**src/rtl/burst_ram_arbiter.sv**
```systemverilog
// Purpose: round-robin arbiter that shares one BurstRAM between two burst requesters (A and B).
// Latency: grant one cycle after req is sampled in IDLE; cmd, write beats and read beats pass through with no added cycle.
// Backpressure: a requester waits in req until granted; arbitration stalls while br_busy is high or br_init_calib is low.
//
// Ports:
//   clk, sys_rst_n                          clock, async active-low reset
//   a_*/b_*   req/cmd/cmd_en/addr/wr_data/data_mask in, gnt/rd_data/rd_data_valid out
//   br_*      command/write path to the BurstRAM, read data/valid, busy and calibration status back
module burst_ram_arbiter #(
    parameter int ADDR_BITWIDTH = 10,
    parameter int BURST_COUNT   = 4
) (
    input  logic                     clk,
    input  logic                     sys_rst_n,

    input  logic                     a_req,
    output logic                     a_gnt,
    input  logic                     a_cmd,
    input  logic                     a_cmd_en,
    input  logic [ADDR_BITWIDTH-1:0] a_addr,
    input  logic [63:0]              a_wr_data,
    input  logic [7:0]               a_data_mask,
    output logic [63:0]              a_rd_data,
    output logic                     a_rd_data_valid,

    input  logic                     b_req,
    output logic                     b_gnt,
    input  logic                     b_cmd,
    input  logic                     b_cmd_en,
    input  logic [ADDR_BITWIDTH-1:0] b_addr,
    input  logic [63:0]              b_wr_data,
    input  logic [7:0]               b_data_mask,
    output logic [63:0]              b_rd_data,
    output logic                     b_rd_data_valid,

    output logic                     br_cmd,
    output logic                     br_cmd_en,
    output logic [ADDR_BITWIDTH-1:0] br_addr,
    output logic [63:0]              br_wr_data,
    output logic [7:0]               br_data_mask,
    input  logic [63:0]              br_rd_data,
    input  logic                     br_rd_data_valid,
    input  logic                     br_busy,
    input  logic                     br_init_calib
);

    localparam int              CW        = $clog2(BURST_COUNT) + 1;
    localparam logic [CW-1:0]   LAST_BEAT = CW'(BURST_COUNT - 1);
    localparam logic            OWN_A     = 1'b0;
    localparam logic            OWN_B     = 1'b1;

    typedef enum logic [1:0] {IDLE, GRANT, WRITE, READ} state_t;

    state_t          state, state_nxt;
    logic            owner, owner_nxt;
    logic            last_owner, last_owner_nxt;
    logic [CW-1:0]   beat_cnt, beat_cnt_nxt;
    logic            a_gnt_nxt, b_gnt_nxt;
    logic            winner;
    logic            release_bus;

    // Inputs of whichever port currently owns the RAM.
    logic                     own_req, own_cmd, own_cmd_en;
    logic [ADDR_BITWIDTH-1:0] own_addr;
    logic [63:0]              own_wr_data;
    logic [7:0]               own_data_mask;

    assign own_req       = (owner == OWN_B) ? b_req       : a_req;
    assign own_cmd       = (owner == OWN_B) ? b_cmd       : a_cmd;
    assign own_cmd_en    = (owner == OWN_B) ? b_cmd_en    : a_cmd_en;
    assign own_addr      = (owner == OWN_B) ? b_addr      : a_addr;
    assign own_wr_data   = (owner == OWN_B) ? b_wr_data   : a_wr_data;
    assign own_data_mask = (owner == OWN_B) ? b_data_mask : a_data_mask;

    always_ff @(posedge clk or negedge sys_rst_n) begin
        if (!sys_rst_n) begin
            state      <= IDLE;
            owner      <= OWN_A;
            last_owner <= OWN_B;
            beat_cnt   <= '0;
            a_gnt      <= 1'b0;
            b_gnt      <= 1'b0;
        end else begin
            state      <= state_nxt;
            owner      <= owner_nxt;
            last_owner <= last_owner_nxt;
            beat_cnt   <= beat_cnt_nxt;
            a_gnt      <= a_gnt_nxt;
            b_gnt      <= b_gnt_nxt;
        end
    end

    always_comb begin
        state_nxt      = state;
        owner_nxt      = owner;
        last_owner_nxt = last_owner;
        beat_cnt_nxt   = beat_cnt;
        a_gnt_nxt      = a_gnt;
        b_gnt_nxt      = b_gnt;
        winner         = OWN_A;
        release_bus    = 1'b0;

        case (state)
            IDLE: begin
                if (br_init_calib && !br_busy && (a_req || b_req)) begin
                    // On a tie the port that did not own the previous burst wins.
                    winner    = (a_req && b_req) ? ~last_owner : b_req;
                    owner_nxt = winner;
                    a_gnt_nxt = (winner == OWN_A);
                    b_gnt_nxt = (winner == OWN_B);
                    state_nxt = GRANT;
                end
            end
            GRANT: begin
                if (own_cmd_en) begin
                    if (own_cmd) begin
                        // Strobe cycle already carried beat 0.
                        beat_cnt_nxt = CW'(1);
                        if (BURST_COUNT == 1) release_bus = 1'b1;
                        else                  state_nxt   = WRITE;
                    end else begin
                        beat_cnt_nxt = '0;
                        state_nxt    = READ;
                    end
                end else if (!own_req) begin
                    release_bus = 1'b1;
                end
            end
            WRITE: begin
                beat_cnt_nxt = beat_cnt + CW'(1);
                if (beat_cnt == LAST_BEAT) release_bus = 1'b1;
            end
            READ: begin
                if (br_rd_data_valid) begin
                    beat_cnt_nxt = beat_cnt + CW'(1);
                    if (beat_cnt == LAST_BEAT) release_bus = 1'b1;
                end
            end
            default: state_nxt = IDLE;
        endcase

        if (release_bus) begin
            a_gnt_nxt      = 1'b0;
            b_gnt_nxt      = 1'b0;
            last_owner_nxt = owner;
            state_nxt      = IDLE;
        end
    end

    // RAM-side command/write path: live only while a burst is being issued.
    always_comb begin
        br_cmd       = 1'b0;
        br_cmd_en    = 1'b0;
        br_addr      = '0;
        br_wr_data   = '0;
        br_data_mask = '0;
        if (state == GRANT) begin
            br_cmd       = own_cmd;
            br_cmd_en    = own_cmd_en;
            br_addr      = own_addr;
            br_wr_data   = own_wr_data;
            br_data_mask = own_data_mask;
        end else if (state == WRITE) begin
            br_wr_data   = own_wr_data;
            br_data_mask = own_data_mask;
        end
    end

    // Read data is broadcast; only the owner of an active read sees valid.
    assign a_rd_data       = br_rd_data;
    assign b_rd_data       = br_rd_data;
    assign a_rd_data_valid = (state == READ) && (owner == OWN_A) && br_rd_data_valid;
    assign b_rd_data_valid = (state == READ) && (owner == OWN_B) && br_rd_data_valid;

endmodule
```
**config.mk**
```make
export PLATFORM = sky130hd
export DESIGN_NAME = burst_ram_arbiter
export DESIGN_NICKNAME = d
export VERILOG_FILES = /design/src/rtl/burst_ram_arbiter.sv
export SDC_FILE = /design/constraint.sdc
export NUM_CORES = 1
export LEC_CHECK = 0
export ABC_AREA = 1
export CAP_MARGIN = 30
export CORE_AREA = 2 2 178 180
export CTS_BUF_LIST = sky130_fd_sc_hd__clkbuf_4
export DETAILED_ROUTE_END_ITERATION = 12
export DIE_AREA = 0 0 180 182
export PLACE_DENSITY = 0.39
export RECOVER_POWER = 50
export SETUP_SLACK_MARGIN = 0.2
export SLEW_MARGIN = 15
export SYNTH_ARGS = -nofsm -noshare
export SYNTH_HDL_FRONTEND = slang
export SYNTH_SLANG_ARGS = --single-unit
export TNS_END_PERCENT = 30
```
**constraint.sdc**
```tcl
create_clock -name clk -period 1.33 [get_ports clk]
set_clock_uncertainty 0.15 [all_clocks]
set_input_delay 0.266 -clock clk [delete_from_list [all_inputs] [get_ports clk]]
set_output_delay 0.266 -clock clk [all_outputs]
set_load 0.01 [all_outputs]
```
==> flow_summary.json <==
{
  "fill_cells": 3541,
  "place_area_um2": 5557,
  "vias": 4080,
  "maxCapViolCount": 0,
  "drt_iter0_drc": 78,
  "synth.avg_cell_area_um2": 5.145,
  "clockBufferDepth": 2,
  "via_per_inst": 3.344,
  "dp_hpwl_um": 11870,
  "synthToLayoutAreaGrowth_pct": 100.8,
  "finalNonFillerCells": 1220,
  "cp.arrival_ns": 1.64,
  "syn-num-nets": 873,
  "crit_fanout": 7,
  "ir_worst_vdd_mv": 0.6283,
  "grt_pass1_vias": 4232,
  "wl_per_cell_um": 14.48,
  "place_ws_ns": -0.7784,
  "port-buffer-count": 262,
  "critPathLaunchType": "register",
  "r2r-start": "owner",
  "grt_max_degree": 16,
  "timing.hold.ws_ns": 0.08067,
  "slew_headroom": 0.6696,
  "final_cell_mix": "nand2_1 (241), clkdlybuf4s50_1 (173), nand2_2 (81), inv_1 (62), buf_6 (58)",
  "drc": 0,
  "regArea_um2": 230.2,
  "setup-violations-final": 95,
  "slowest_delay_ns": 0.54,
  "wl_um": 17670,
  "synth_cells": 632,
  "antenna-diode-count": 0,
  "die_area_um2": 32760,
  "violations": "negative setup slack",
  "cts_tree": "built",
  "die_y_um": 182,
  "slew_violations": 0,
  "clkTransAtPathRegs_ns": 0.07,
  "cp-startpoint": "owner",
  "ys_seq_elements": 9,
  "multi_input_area_um2": 1933,
  "fmax_mhz": 486.3,
  "final_util": 0.2108,
  "path_buf_inv": 6,
  "grtUsageTotal": 0.1015,
  "ys_types": 20,
  "worst_slack_ns": -0.7265,
  "insertion_delay_ns": 0.27,
  "clockRootBuffer": "clkbuf_4",
  "grt-ovfl-total": 0,
  "coreArea_um2": 30990,
  "num_rows": 65,
  "clkSinkCount": 9,
  "critical_path.cell_chain": "buf_8, buf_8, buf_12, buf_6, nand2_2, nand2_1, nand2_1, inv_1, buf_6",
  "period_share": 1.546,
  "die_w_um": 180,
  "drive_gt1_frac": 0.3863,
  "rsz0062_at_grt": "yes",
  "status": "finished, violations left",
  "tightest_slew_ns": 0.4956,
  "path_class": "register to primary output",
  "ys_seq_area_frac": 0.06964,
  "stdcell_area_um2": 6531,
  "required_ns": 0.91,
  "synth_area_um2": 3252,
  "grt_pass1_wl_um": 25560,
  "finalHoldViolCount": 0,
  "synth.yosys.warnings": 0,
  "power_mw": 12.73,
  "initial_utilization": 0.1049,
  "antenna_found_initial": 0,
  "dr.pass1.iters": 4,
  "p_per_area_nw_per_um2": 1949,
  "place_inst": 1169,
  "hold_class": "primary input to asynchronous set/reset pin",
  "crit_family": "buffers and inverters",
  "io_pins": 455,
  "numCtsBuffers": 3,
  "p_leak_nw": 3.570,
  "nets": 1060,
  "timing.final.crit_period_ns": 2.057,
  "tns_ns": -57.63,
  "end_kind": "primary output",
  "mostFrequentLayoutCell": "nand2_1",
  "htree_num_levels": 1,
  "gp_congestion": 0.7403,
  "ant_nets": 0,
  "slowest_stage": "dfrtp_4"
}
-- synthesized netlist by cell type --
cell type | number | area share
a21oi_1 | 13 | 0.020
buf_2 | 8 | 0.012
buf_4 | 130 | 0.30
buf_6 | 10 | 0.035
clkbuf_1 | 3 | 0.0035
clkbuf_8 | 4 | 0.017
dfrtp_1 | 8 | 0.062
dfstp_2 | 1 | 0.0081
ha_1 | 2 | 0.0077
inv_1 | 86 | 0.099
inv_2 | 3 | 0.0035
nand2_1 | 337 | 0.39
nand2_2 | 4 | 0.0077
nand2_4 | 1 | 0.0035
nand3_1 | 6 | 0.0092
nand3_2 | 1 | 0.0031
nor2_1 | 8 | 0.0092
nor3_1 | 2 | 0.0031
o21ai_0 | 1 | 0.0015
o21ai_1 | 4 | 0.0062
-- final timing paths --
path                       cells after the start  slack (ns)        endpoint
hold / removal                                 1        0.08           owner
setup / recovery                               9       -0.73  br_wr_data[48]
min in group clk                               2        0.36      last_owner
setup reg to reg                              13       -0.71        state[0]
max in group asynchronous                      2        0.28      last_owner
hold reg to reg                                2        0.36      last_owner
-- per-layer routing --
metal | vias to the layer above | GRT usage | routed length [um]
met5 | - | 0 | 0
met4 | 0 | 0.03512 | 639
met3 | 57 | 0.02888 | 1396
met2 | 198 | 0.1749 | 8469
met1 | 1751 | 0.1203 | 7161
li1 | 2074 | - | -
-- flip-flops by register name, indices dropped and copies added (netlist names) --
register    count
a_gnt           1
b_gnt           1
beat_cnt        3
last_owner      1
owner           1
state           2
-- kinds of logic (layout without fill, tap and decap cells) --
family                     count (synthesis)  count (layout)  synth area share
AOI/OAI and AO/OA                         18              18           0.02770
adders and majority gates                  2               2          0.007694
buffers and inverters                    244             430            0.4702
DFF                                        9               9           0.06964
and+or+nand+nor                          359             359            0.4248
-- layout make-up --
cell class | count | area share
Clock buffer | 4 | 0.004598
Inverter | 89 | 0.05307
Multi-Input combinational cell | 379 | 0.2960
Sequential cell | 9 | 0.03525
Tap cell | 402 | 0.07701
Timing Repair Buffer | 336 | 0.5331
Timing Repair inverter | 1 | 0.0009579
-- power breakdown --
group / leakage, nW / switching [mW] / internal [mW]
combinational: 3.44 / 5.92 / 6.04
clock: 0.0184 / 0.112 / 0.137
sequential: 0.110 / 0.117 / 0.409
-- repair_timing --
action | CTS | global route
setup endpoints to repair | 97 | 97
gates resized for setup | 486 | 78
setup buffers | 30 | 1
pin swaps | 47 | 21
gates cloned | 14 | 2
hold buffers | 0 | 0
Power figures use the tool's default switching activity.
